--- src/rtl/ysyx_25030093_fetch_ctrl_pkg.sv ---
// Shared types for the fetch controller: FSM states, reset PC, decode-queue entry.
// Optional FETCH_CTRL_PERF_EN adds performance counters in the top module.
package ysyx_25030093_fetch_ctrl_pkg;

  localparam logic [31:0] RESET_PC_DEFAULT = 32'h8000_0000;

  typedef enum logic [1:0] {
    IDLE  = 2'd0,
    REQ   = 2'd1,
    FLUSH = 2'd2
  } fetch_state_e;

  typedef struct packed {
    logic [31:0] pc;
    logic [31:0] inst;
  } fetch_entry_t;

endpackage

--- src/rtl/ysyx_25030093_fetch_queue.sv ---
// Circular-buffer FIFO toward decode with push/pop/flush; the head is read from storage,
// so a pushed entry becomes visible one cycle later.
module ysyx_25030093_fetch_queue
  import ysyx_25030093_fetch_ctrl_pkg::*;
#(
  parameter  int DEPTH = 2,
  localparam int PW    = $clog2(DEPTH),
  localparam int CW    = PW + 1
) (
  input  logic          clk,
  input  logic          rst,
  input  logic          push,
  input  logic          pop,
  input  logic          flush,
  input  fetch_entry_t  wdata,
  output fetch_entry_t  head,
  output logic [CW-1:0] count,
  output logic          empty
);

  fetch_entry_t  mem_r [DEPTH];
  logic [PW-1:0] rd_ptr_r;
  logic [PW-1:0] wr_ptr_r;
  logic [CW-1:0] count_r;
  logic          pop_s;
  logic          full_s;

  assign empty  = (count_r == {CW{1'b0}});
  assign full_s = (count_r == CW'(DEPTH));
  assign pop_s  = pop && !empty;
  assign count  = count_r;
  assign head   = mem_r[rd_ptr_r];

  // pointer and occupancy update; flush empties the queue and wins over push/pop
  always_ff @(posedge clk or posedge rst) begin
    if (rst) begin
      rd_ptr_r <= {PW{1'b0}};
      wr_ptr_r <= {PW{1'b0}};
      count_r  <= {CW{1'b0}};
    end else if (flush) begin
      rd_ptr_r <= {PW{1'b0}};
      wr_ptr_r <= {PW{1'b0}};
      count_r  <= {CW{1'b0}};
    end else begin
      if (push) wr_ptr_r <= wr_ptr_r + PW'(1);
      if (pop_s) rd_ptr_r <= rd_ptr_r + PW'(1);
      case ({push, pop_s})
        2'b10:   count_r <= count_r + CW'(1);
        2'b01:   count_r <= count_r - CW'(1);
        default: count_r <= count_r;
      endcase
    end
  end

  // entry storage write
  always_ff @(posedge clk) begin
    if (push && !flush) mem_r[wr_ptr_r] <= wdata;
  end

  ysyx_25030093_fetch_queue_chk u_chk (
    .clk  (clk),
    .rst  (rst),
    .push (push),
    .pop  (pop_s),
    .full (full_s)
  );

endmodule

--- src/rtl/ysyx_25030093_fetch_queue_chk.sv ---
// Protocol checker for the decode queue: a push into a full queue without a pop is illegal.
module ysyx_25030093_fetch_queue_chk (
  input logic clk,
  input logic rst,
  input logic push,
  input logic pop,
  input logic full
);

  // flag overflow attempts on every clock edge outside reset
  always @(posedge clk) begin
    if (!rst) begin
      assert (!(push && full && !pop));
    end
  end

endmodule

--- src/rtl/ysyx_25030093_fetch_ctrl.sv ---
// IFU requester: owns the fetch PC, handles redirects/flushes, queues (pc, inst) toward decode.
// Define FETCH_CTRL_PERF_EN to add fetch/stall/flush performance counters.
module ysyx_25030093_fetch_ctrl
  import ysyx_25030093_fetch_ctrl_pkg::*;
#(
  parameter logic [31:0] RESET_PC = RESET_PC_DEFAULT,
  parameter int          QDEPTH   = 2
) (
  input  logic        clk,
  input  logic        rst,
  output logic [31:0] pc,
  output logic        ready,
  input  logic        valid,
  input  logic [31:0] inst,
  input  logic        redirect_valid,
  input  logic [31:0] redirect_pc,
  output logic        out_valid,
  input  logic        out_ready,
  output logic [31:0] out_inst,
  output logic [31:0] out_pc
`ifdef FETCH_CTRL_PERF_EN
  ,
  output logic [63:0] perf_fetch_cnt,
  output logic [63:0] perf_stall_cnt,
  output logic [31:0] perf_flush_cnt
`endif
);

  localparam int CW = $clog2(QDEPTH) + 1;

  fetch_state_e  state_r, state_s;
  logic [31:0]   pc_r, pc_s;
  logic [31:0]   tgt_r, tgt_s;
  logic          push_s, discard_s, pop_s, xfer_s;
  logic          room_idle_s, room_after_push_s;
  logic [CW-1:0] q_count_s;
  logic          q_empty_s;
  fetch_entry_t  head_s;
  fetch_entry_t  wdata_s;

  assign ready     = (state_r != IDLE);
  assign pc        = pc_r;
  assign out_valid = !q_empty_s;
  assign out_inst  = head_s.inst;
  assign out_pc    = head_s.pc;
  assign xfer_s    = valid && ready;
  assign pop_s     = out_valid && out_ready;
  assign wdata_s   = '{pc: pc_r, inst: inst};

  assign room_idle_s       = (q_count_s < CW'(QDEPTH)) || pop_s;
  assign room_after_push_s = ((q_count_s + CW'(1)) < CW'(QDEPTH)) || pop_s;

  // next-state, next-pc and queue-push decisions
  always_comb begin
    state_s   = state_r;
    pc_s      = pc_r;
    tgt_s     = tgt_r;
    push_s    = 1'b0;
    discard_s = 1'b0;
    case (state_r)
      IDLE: begin
        if (redirect_valid) begin
          pc_s    = redirect_pc;
          state_s = REQ;
        end else if (room_idle_s) begin
          state_s = REQ;
        end else begin
          state_s = IDLE;
        end
      end
      REQ: begin
        if (xfer_s && redirect_valid) begin
          discard_s = 1'b1;
          pc_s      = redirect_pc;
        end else if (xfer_s) begin
          push_s  = 1'b1;
          pc_s    = pc_r + 32'd4;
          state_s = room_after_push_s ? REQ : IDLE;
        end else if (redirect_valid) begin
          tgt_s   = redirect_pc;
          state_s = FLUSH;
        end else begin
          state_s = REQ;
        end
      end
      FLUSH: begin
        // the response in flight belongs to the abandoned stream; newest target wins
        if (xfer_s) begin
          discard_s = 1'b1;
          pc_s      = redirect_valid ? redirect_pc : tgt_r;
          state_s   = REQ;
        end else if (redirect_valid) begin
          tgt_s = redirect_pc;
        end else begin
          tgt_s = tgt_r;
        end
      end
      default: state_s = IDLE;
    endcase
  end

  // architectural fetch state
  always_ff @(posedge clk or posedge rst) begin
    if (rst) begin
      state_r <= IDLE;
      pc_r    <= RESET_PC;
      tgt_r   <= RESET_PC;
    end else begin
      state_r <= state_s;
      pc_r    <= pc_s;
      tgt_r   <= tgt_s;
    end
  end

  ysyx_25030093_fetch_queue #(
    .DEPTH (QDEPTH)
  ) u_queue (
    .clk   (clk),
    .rst   (rst),
    .push  (push_s),
    .pop   (pop_s),
    .flush (redirect_valid),
    .wdata (wdata_s),
    .head  (head_s),
    .count (q_count_s),
    .empty (q_empty_s)
  );

`ifdef FETCH_CTRL_PERF_EN
  logic [63:0] fetch_cnt_r, stall_cnt_r;
  logic [31:0] flush_cnt_r;

  // free-running event counters, wrapping on overflow
  always_ff @(posedge clk or posedge rst) begin
    if (rst) begin
      fetch_cnt_r <= 64'd0;
      stall_cnt_r <= 64'd0;
      flush_cnt_r <= 32'd0;
    end else begin
      if (push_s) fetch_cnt_r <= fetch_cnt_r + 64'd1;
      if (state_r == REQ && !valid) stall_cnt_r <= stall_cnt_r + 64'd1;
      if (discard_s) flush_cnt_r <= flush_cnt_r + 32'd1;
    end
  end

  assign perf_fetch_cnt = fetch_cnt_r;
  assign perf_stall_cnt = stall_cnt_r;
  assign perf_flush_cnt = flush_cnt_r;
`endif

endmodule

--- config.mk ---
export PLATFORM = sky130hd
export DESIGN_NAME = ysyx_25030093_fetch_ctrl
export DESIGN_NICKNAME = d
export VERILOG_FILES = /design/src/rtl/ysyx_25030093_fetch_ctrl_pkg.sv /design/src/rtl/ysyx_25030093_fetch_queue.sv /design/src/rtl/ysyx_25030093_fetch_queue_chk.sv /design/src/rtl/ysyx_25030093_fetch_ctrl.sv
export SDC_FILE = /design/constraint.sdc
export NUM_CORES = 1
export LEC_CHECK = 0
export CAP_MARGIN = 10
export CORE_MARGIN = 2
export CORE_UTILIZATION = 36
export CTS_BUF_LIST = sky130_fd_sc_hd__clkbuf_4 sky130_fd_sc_hd__clkbuf_8 sky130_fd_sc_hd__clkbuf_16
export DETAILED_ROUTE_END_ITERATION = 16
export GPL_TIMING_DRIVEN = 0
export MAX_ROUTING_LAYER = met4
export SETUP_SLACK_MARGIN = 0.1
export SLEW_MARGIN = 20
export SYNTH_ARGS = -nofsm -noshare
export SYNTH_HDL_FRONTEND = slang
export SYNTH_SLANG_ARGS = --single-unit
--- constraint.sdc ---
create_clock -name clk -period 15 [get_ports clk]
set_input_delay 1.5 -clock clk [delete_from_list [all_inputs] [get_ports clk]]
set_output_delay 1.5 -clock clk [all_outputs]
set_load 0.05 [all_outputs]
==> flow_metrics.py, run 1 <==
metrics = {
    "logic_synthesis": {
        "synth_nets": 699,
        "syn_area_per_cell_sq_um": 13.9,
        "synth_ff_type": "edfxtp_1",
        "ys.warnings.count": 0,
        "synth_area_sq_um": 8660,
        "yosysSeqAreaShare_pct": 64.6,
        "synth-edff-count": 128,
        "synth_seq_cells": 198,
        "synthArstFlopShare_pct": 35.4,
        "post_synth_num_cell_types": 61,
        "synthCells": 624,
    },
    "final_layout": {
        "area.sequential_sq_um": 5600,
        "drive_above_1_share_pct": 19.1,
        "stdcell_area_sq_um": 11500,
        "antennaDiodeCount": 0,
        "final.fill_count": 2107,
        "fin_nets": 894,
        "multi_input_area_sq_um": 2890,
        "syn_to_final_growth_pct": 32.4,
    },
    "power_and_ir_drop": {
        "leakagePower_uw": 0.00402,
        "ir_drop_uv": 79.9,
        "p_per_area_nw_per_um2": 222,
        "total_power_uw": 2550,
    },
    "job": {
        "maxCapViolCount": 0,
    },
    "sta": {
        "skew_ns": 0.0109,
        "hold_violations": 0,
        "slew_violations": 0,
        "grt_setup_unrepaired": "no",
        "clock.fmax_ghz": 0.220,
        "timing.setup.tns_ns": 0,
        "relSlewSlack_pct": 40.5,
        "worstMarginPinSlew_ns": 0.885,
        "layout_min_cycle_time_ns": 4.55,
        "setup_viol": 0,
        "fin_crit_sh_pct": 30.3,
    },
    "global_route": {
        "grt_max_degree": 39,
        "antenna_found_initial": 0,
        "grt_use_total_pct": 18.0,
        "overflow": 0,
        "grt_pass1_vias": 5847,
        "grt_pass1_wl_um": 34300,
    },
    "clocking": {
        "clk_pin_slew_ns": 0.07,
        "cts_tree": "done",
        "h-tree-depth": 4,
        "post-cts-setup-buffers": 0,
        "ctsLongestPathBuffers": 2,
        "cts_hold_buf": 0,
        "numCtsBuffers": 17,
        "ctsResizeCount": 0,
        "clk_latency_ns": 0.43,
        "cts.sinks": 198,
        "root_buffer": "clkbuf_16",
    },
    "setup_path": {
        "cpPeakStageDelay_ns": 0.70,
        "cp_cell_sequence": "clkbuf_1, clkbuf_1, mux2_2, clkdlybuf4s50_1",
        "path_buf_inv": 3,
        "crit_required_ns": 13.50,
        "crit_top_cell": "clkbuf_1",
        "crit_slowest_cell": "clkdlybuf4s50_1",
        "cp.arrival_ns": 3.05,
        "startpoint_type": "flip-flop",
        "cp_top_family": "buffers and inverters",
        "critPathKind": "reg2out",
        "cp_max_fo": 10,
        "endpoint_kind": "primary output",
    },
    "floorplan": {
        "core_area_sq_um": 23500,
        "dieArea_sq_um": 25300,
        "rows": 56,
        "dieHeight_um": 159,
        "io-pin-count": 167,
        "die_w_um": 159,
        "initial_core_util_pct": 36.8,
    },
    "detailed_routing": {
        "final_antenna_net_count": 0,
        "avgViaCountPerCell": 5.26,
        "wl_um": 22100,
        "wl_per_cell_um": 19.2,
        "drc": 0,
        "dr.pass1.iters": 8,
        "num_vias": 6054,
        "drtIter0Drc": 489,
    },
    "placed_design": {
        "dp_hpwl_um": 15800,
        "place_congestion": 0.841,
        "placed_cell_area_sq_um": 10800,
        "port_buffers": 166,
    },
    "outcome": {
        "status": "finished, final reports clean",
    },
    "min_path": {
        "hold_path.class": "reg2reg",
    },
}
[registers in the layout, indices dropped and copies added, names as in the netlist]
signal            flops
u_queue.wr_ptr_r      1
state_r               2
pc                   32
tgt_r                32
u_queue.rd_ptr_r      1
u_queue.count         2
u_queue.mem_r       128
[cell families (layout without fill, tap and decap cells)]
family / count (synthesis) / in the layout / share of synthesized area (%)
buffers and inverters: 48 / 256 / 2.11
xor gates and xnor gates: 5 / 5 / 0.506
muxes: 104 / 104 / 13.5
and+or+nand+nor: 138 / 138 / 8.36
adders and majority gates: 6 / 6 / 0.867
AOI/OAI and AO/OA: 125 / 125 / 10.1
DFF: 198 / 198 / 64.6
[worst paths after layout]
| path | start | to | slack, ns | cells past startpoint |
|---|---|---|---|---|
| max | u_queue.rd_ptr_r | out_inst[24] | 10.45 | 4 |
| min | tgt_r[15] | tgt_r[15] | 0.51 | 1 |
| max reg2reg | state_r[1] | u_queue.mem_r[1][36] | 11.63 | 8 |
| min reg2reg | tgt_r[15] | tgt_r[15] | 0.51 | 1 |
| max in group asynchronous | rst | pc[22] | 13.00 | 3 |
| min in group asynchronous | rst | tgt_r[2] | 1.44 | 2 |
[cell type report]
| type | instances | share of cell area (%) |
|---|---|---|
| buffer | 34 | 1.13 |
| clock buffer | 17 | 3.71 |
| clock inverter | 15 | 1.72 |
| inverter | 14 | 0.480 |
| multi-input combinational | 378 | 25.2 |
| sequential | 198 | 48.8 |
| tap | 319 | 3.48 |
| timing repair buffer | 176 | 15.4 |
[cell usage after synthesis (all sizes together) (3+ instances only)]
| cell | instances | share of area (%) |
|---|---|---|
| edfxtp | 128 | 44 |
| a31oi | 3 | 0.22 |
| mux2i | 3 | 0.35 |
| nand3b | 3 | 0.26 |
| and2 | 5 | 0.36 |
| nor2 | 40 | 1.7 |
| nor4 | 8 | 0.58 |
| a22o | 3 | 0.30 |
| o2bb2ai | 4 | 0.40 |
| or2 | 3 | 0.22 |
| nand2b | 3 | 0.22 |
| a221oi | 19 | 1.9 |
| inv | 14 | 0.61 |
| dfrtp | 68 | 20 |
| xor2 | 3 | 0.30 |
| o31ai | 4 | 0.35 |
| o211ai | 4 | 0.35 |
| or4 | 4 | 0.39 |
| nand2 | 21 | 0.91 |
| o21ai | 31 | 1.8 |
| nand4 | 9 | 0.72 |
| nor3 | 11 | 0.64 |
| a21o | 3 | 0.26 |
| o22ai | 4 | 0.29 |
| ha | 6 | 0.87 |
| clkbuf | 32 | 1.4 |
| nand3 | 14 | 0.87 |
| a2bb2oi | 3 | 0.30 |
| a21oi | 19 | 1.1 |
| mux2 | 101 | 13 |
| and3 | 6 | 0.43 |
| a222oi | 3 | 0.35 |
| a22oi | 9 | 0.78 |
[through the flow]
step                      setup slack, ns  util, %  hold slack, ns  instances
after floorplan                      8.09        -           0.477        624
after global placement               4.29     45.5           0.489       1109
after detailed placement            10.60     46.1           0.494       1119
after CTS                           10.35     48.7           0.511       1151
after global routing                10.22     48.7           0.527       1151
final                               10.45     48.7           0.511       1151
[power by group]
group / switching [uW] / internal, uW
sequential: 118 / 739
combinational: 763 / 447
clock: 211 / 267
[cells in the final DEF (no fill, tap or decap), types with 8 or more instances in the layout]
cell type	count
clkdlybuf4s50_1	166
nand2_1	21
mux2_2	101
nor4_1	8
nor3_1	10
inv_1	13
a22oi_1	9
o21ai_0	31
dfrtp_1	68
a21oi_1	19
edfxtp_1	128
nand4_1	8
nor2_1	40
clkbuf_16	17
nand3_1	13
clkbuf_1	32
a221oi_1	19
[metal layers]
metal  GRT usage, %  wire length (um)
met1           24.4             10300
met2           27.5             10300
met3           3.93              1230
met4           4.83               304
met5              -                 0
Power figures use the tool's default switching activity.
==> run 2: changes to the inputs <==
clock period = 4.35 ns   (was 15 ns; I/O delays follow)
==> run 2 against run 1 <==
  * Core utilization fell by 0.080 points
  * Global-route usage rose by 0.44 points
  * Non-clock buffer count down 3
  * Critical path depth did not move
  * Clock power increased to 3.3 times the previous value
  * Count of clock-buffer cells in the layout unchanged
  * Final area is 0.16% lower
  * Flip-flop and latch count unchanged
  * Sequential power increased to 3.5 times the previous value
  * Worst setup slack got worse by 9.7 ns
  * Hold slack got worse by 0.16 ns
  * Cell count decreased by 0.26%
==> flow_metrics.py, run 2 (synthesis gave the netlist of run 1 again) <==
metrics = {
    "setup_path": {
        "worstSetupEndpoint": "out_pc[18]",
        "cp_max_fo": 10,
        "r2r_end": "u_queue.mem_r[1][41]",
        "ff2ff_path_depth": 8,
        "endpoint_kind": "primary output",
        "startpoint_type": "flip-flop",
        "rrSetupSlack_ns": 1.09,
        "crit_start": "u_queue.rd_ptr_r",
        "reg2reg_from": "state_r[1]",
        "critPathKind": "reg2out",
        "crit_required_ns": 3.91,
        "cp.arrival_ns": 3.14,
    },
    "clocking": {
        "numCtsBuffers": 17,
        "clk_pin_slew_ns": 0.07,
        "post-cts-setup-buffers": 0,
        "root_buffer": "clkbuf_16",
        "ctsResizeCount": 0,
        "cts_hold_buf": 0,
        "h-tree-depth": 4,
        "ctsLongestPathBuffers": 2,
        "cts_tree": "done",
        "clk_latency_ns": 0.43,
        "cts.sinks": 198,
    },
    "final_layout": {
        "post-route-util_pct": 48.6,
        "antennaDiodeCount": 0,
        "fin_nets": 891,
        "largest_reg_flops": 128,
        "layout_commonest_cell": "clkdlybuf4s50_1",
        "top_register": "u_queue.mem_r",
        "drive_above_1_share_pct": 18.9,
        "layout_common_cells": "166 x clkdlybuf4s50_1, 128 x edfxtp_1, 101 x mux2_2",
        "syn_to_final_growth_pct": 32.2,
        "stdcell_area_sq_um": 11400,
        "final.fill_count": 2104,
    },
    "detailed_routing": {
        "num_vias": 6114,
        "wl_um": 22600,
        "drc": 0,
        "dr.pass1.iters": 6,
        "wl_per_cell_um": 19.7,
        "drtIter0Drc": 554,
        "avgViaCountPerCell": 5.33,
        "final_antenna_net_count": 0,
    },
    "sta": {
        "layout_min_cycle_time_ns": 3.57,
        "skew_ns": 0.0109,
        "setup_viol": 0,
        "clock.fmax_ghz": 0.280,
        "fin_crit_sh_pct": 82.1,
        "grt_setup_unrepaired": "no",
        "hold_violations": 0,
        "worstMarginPinSlew_ns": 1.06,
        "relSlewSlack_pct": 29.0,
        "whs_ns": 0.350,
        "slew_violations": 0,
    },
    "power_and_ir_drop": {
        "ir_drop_uv": 371,
        "p_per_area_nw_per_um2": 764,
        "leakagePower_uw": 0.00398,
    },
    "global_route": {
        "grt_pass1_wl_um": 35000,
        "grt_use_total_pct": 18.4,
        "antenna_found_initial": 0,
        "grt_pass1_vias": 5887,
        "overflow": 0,
        "grt_max_degree": 48,
    },
    "min_path": {
        "hold_path.class": "in2async",
    },
    "placed_design": {
        "dp_hpwl_um": 15900,
        "place_congestion": 0.852,
        "port_buffers": 166,
        "placed_cell_area_sq_um": 10900,
    },
    "floorplan": {
        "die_w_um": 159,
        "core_area_sq_um": 23500,
        "io-pin-count": 167,
        "dieHeight_um": 159,
        "dieArea_sq_um": 25300,
        "rows": 56,
        "initial_core_util_pct": 36.8,
    },
    "outcome": {
        "status": "finished, final reports clean",
    },
    "job": {
        "maxCapViolCount": 0,
    },
}
run 2: cell count changes in the layout (fill, tap and decap cells not counted):
cell,delta
nor3_4,+1
buf_12,-2
bufinv_16,-2
buf_16,+2
clkinv_2,-1
clkinv_8,-1
clkinvlp_4,+3
buf_4,-6
inv_8,+2
clkinv_1,-1
buf_8,+3
nor3_2,-1
run 2: worst min-delay path by stage:
stage	endpoint	depth (start not counted)	startpoint
CTS	tgt_r[2]	2	rst
detailed placement	tgt_r[15]	1	tgt_r[15]
global route	tgt_r[2]	2	rst
global placement	tgt_r[15]	1	tgt_r[15]
finish	tgt_r[2]	2	rst
floorplan	tgt_r[15]	1	tgt_r[15]
run 2: cell type report:
| class | count | area, sq um | area share, % |
|---|---|---|---|
| plain buffers | 34 | 130 | 1.14 |
| clock buffers | 17 | 425 | 3.72 |
| clock inverters | 15 | 158 | 1.38 |
| inverters | 14 | 55.1 | 0.481 |
| multi-input cells | 378 | 2900 | 25.3 |
| flip-flops and latches | 198 | 5600 | 48.9 |
| well taps | 319 | 399 | 3.49 |
| repair buffers | 173 | 1780 | 15.6 |
run 2: worst max-delay path, stage by stage (launching register included):
cell and delay, ns:
dfrtp_1 0.34, clkbuf_1 0.70, clkbuf_1 0.53, mux2_2 0.40
clkdlybuf4s50_1 0.73
run 2: power by group:
group          switching, uW  total, uW  leakage (uW)  internal (uW)
Sequential               415       2960       0.00201           2550
Clock                    761       1570      0.000278            813
Combinational           2660       4200       0.00169           1550
run 2: routing by layer:
layer  vias to the layer above  GRT usage, %  share of wire [%]
met1                      3069          25.1                 46
met3                        13          3.83                6.0
met4                         0          3.88               0.98
met5                         -             -                  0
met2                       227          28.6                 47
li1                       2805             -                  -
run 2: metrics by stage:
| step | std cells | worst slack [ns] | TNS (ns) | power, uW |
|---|---|---|---|---|
| 6_report | 1148 | 0.778 | 0 | 8740 |
| 5_1_grt | 1148 | 0.568 | 0 | 9180 |
| 4_1_cts | 1148 | 0.662 | 0 | 8780 |
| 3_5_place_dp | 1116 | 1.09 | 0 | 7200 |
| 3_3_place_gp | 1109 | -2.02 | -187.77 | 7140 |
| 2_1_floorplan | 624 | 0.198 | 0 | 5750 |
==> run 3: changes to the inputs <==
clock period = 3.05 ns   (was 4.35 ns; I/O delays follow)
==> run 3 against run 2 <==
  * Clock power is 53% higher
  * Die area stayed put
  * Count of clock-buffer cells in the layout stayed put
  * Power up 45%
  * Critical path type is now reg2reg
  * Highest routed layer unchanged
==> flow_metrics.py, run 3 (synthesis gave the netlist of run 1 again) <==
metrics = {
    "detailed_routing": {
        "avgViaCountPerCell": 5.36,
        "wl_um": 23000,
        "final_antenna_net_count": 0,
        "num_vias": 6174,
        "drtIter0Drc": 473,
        "dr.pass1.iters": 5,
        "wl_per_cell_um": 20.0,
        "drc": 0,
    },
    "sta": {
        "fin_crit_sh_pct": 93.8,
        "relSlewSlack_pct": 35.9,
        "layout_min_cycle_time_ns": 2.86,
        "setup_viol": 0,
        "clock.fmax_ghz": 0.349,
        "slew_violations": 0,
        "hold_violations": 0,
        "whs_ns": 0.186,
        "grt_setup_unrepaired": "yes",
        "skew_ns": 0.0153,
        "worstMarginPinSlew_ns": 0.952,
    },
    "power_and_ir_drop": {
        "p_per_area_nw_per_um2": 1100,
        "combPwrFrac_pct": 47.8,
        "switching_share_pct": 43.3,
        "p_sw_uw": 5500,
        "internal_power_uw": 7210,
        "total_power_uw": 12700,
        "ir_drop_uv": 619,
        "pwr-share-clk_pct": 18.9,
        "leakagePower_uw": 0.00429,
        "sequentialPowerShare_pct": 33.4,
    },
    "setup_path": {
        "crit_slowest_cell": "clkbuf_1",
        "startpoint_type": "flip-flop",
        "cp_max_fo": 10,
        "cp_cell_sequence": "inv_2, ha_1, clkbuf_8, nor2_1, mux2_2, clkbuf_1, clkbuf_1, nor2_1, a211o_1",
        "cp.arrival_ns": 3.18,
        "cpPeakStageDelay_ns": 0.53,
        "endpoint_kind": "flip-flop",
        "rrSetupSlack_ns": 0.19,
        "critPathKind": "reg2reg",
        "crit_required_ns": 3.37,
    },
    "clocking": {
        "clk_latency_ns": 0.43,
        "cts.sinks": 198,
        "h-tree-depth": 4,
        "numCtsBuffers": 17,
        "cts_tree": "done",
        "ctsLongestPathBuffers": 2,
        "root_buffer": "clkbuf_16",
        "clk_pin_slew_ns": 0.08,
    },
    "placed_design": {
        "port_buffers": 166,
        "place_inst": 1115,
        "place_congestion": 0.893,
        "dp_hpwl_um": 16300,
    },
    "floorplan": {
        "die_w_um": 159,
        "io-pin-count": 167,
        "core_area_sq_um": 23500,
        "initial_core_util_pct": 36.8,
        "dieArea_sq_um": 25300,
        "dieHeight_um": 159,
        "rows": 56,
    },
    "final_layout": {
        "syn_to_final_growth_pct": 33.9,
        "post-route-util_pct": 49.3,
        "fin_nets": 894,
        "layout_common_cells": "128 x clkdlybuf4s50_1, 128 x edfxtp_1, 101 x mux2_2",
        "top_register": "u_queue.mem_r",
        "largest_reg_flops": 128,
        "final.fill_count": 2071,
        "stdcell_count": 1152,
        "drive_above_1_share_pct": 20.6,
    },
    "global_route": {
        "grt_pass1_wl_um": 35300,
        "grt_use_total_pct": 18.4,
        "grt_pass1_vias": 6180,
        "grt_max_degree": 53,
        "overflow": 0,
        "antenna_found_initial": 1,
    },
    "outcome": {
        "status": "finished, final reports clean",
    },
    "min_path": {
        "hold_path.class": "in2async",
    },
    "job": {
        "maxCapViolCount": 0,
    },
}
[run 3: cell types whose count changed in the layout (fill, tap and decap cells not counted), moves of 2 or more]
cell / previous run / this run
buf_6: 2 / 0
inv_8: 2 / 4
clkbuf_8: 0 / 2
buf_4: 0 / 4
dlymetal6s2s_1: 0 / 23
dlygate4sd2_1: 0 / 15
clkdlybuf4s50_1: 166 / 128
clkinv_4: 2 / 0
clkbuf_1: 32 / 24
bufinv_16: 1 / 3
clkbuf_2: 0 / 5
[run 3: final timing paths]
kind                                   endpoint       start  cells after the start
setup / recovery                         pc[27]  state_r[1]                      9
hold / removal                         tgt_r[2]         rst                      2
setup reg to reg                         pc[27]  state_r[1]                      9
hold reg to reg            u_queue.mem_r[0][32]       pc[0]                      0
max in group asynchronous                pc[31]         rst                      3
min in group clk           u_queue.mem_r[1][26]    inst[26]                      1
[run 3: per-stage QoR]
stage          TNS (ns)  setup slack [ns]  instance area (sq um)
6_report              0             0.188                  11600
3_5_place_dp     -0.972           -0.0269                  10900
2_1_floorplan         0            0.0398                   8700
3_3_place_gp    -145.03             -1.27                  10800
4_1_cts               0            0.0733                  11500
5_1_grt               0            0.0979                  11600
[run 3: what timing repair did]
action                                 CTS  global route
resized for setup                       22            25
setup buffers                            0             4
setup endpoints to repair              103            85
endpoints found under the hold margin    0             0
hold buffers                             0             0
[run 3: metal layers]
metal  wire (um)  track usage [%]  vias to the layer above
met5           0                -                        -
met4         291             5.12                        0
met3        1330             3.39                       22
met2       11000             28.6                      234
met1       10300             24.8                     3106
li1            -                -                     2812
[run 3: layout make-up]
| cell class | instances | area [sq um] | share of cell area, % |
|---|---|---|---|
| flip-flops and latches | 198 | 5600 | 48.2 |
| multi-input cells | 378 | 2910 | 25.1 |
| well taps | 319 | 399 | 3.44 |
| inverters | 14 | 55.1 | 0.474 |
| clock buffers | 17 | 425 | 3.67 |
| plain buffers | 34 | 158 | 1.36 |
| diodes | 1 | 2.50 | 0.0216 |
| repair buffers | 176 | 1850 | 15.9 |
| clock inverters | 15 | 206 | 1.78 |
[run 3: power groups by stage]
stage / Combinational [uW] / Sequential [uW] / Clock, uW
CTS: 6000 / 4240 / 2450
global placement: 5880 / 4260 / 0
finish: 6070 / 4240 / 2400
floorplan: 3490 / 4740 / 0
global route: 6410 / 4330 / 2550
detailed placement: 6010 / 4300 / 0
[run 3: critical path, delay by kind of cell (launching register included)]
kind / cells / cell delay (ns)
compound gates: 1 / 0.24
simple gates: 2 / 0.37
buf+inv: 4 / 1.25
mux: 1 / 0.29
flops: 1 / 0.41
fa+ha+maj: 1 / 0.18
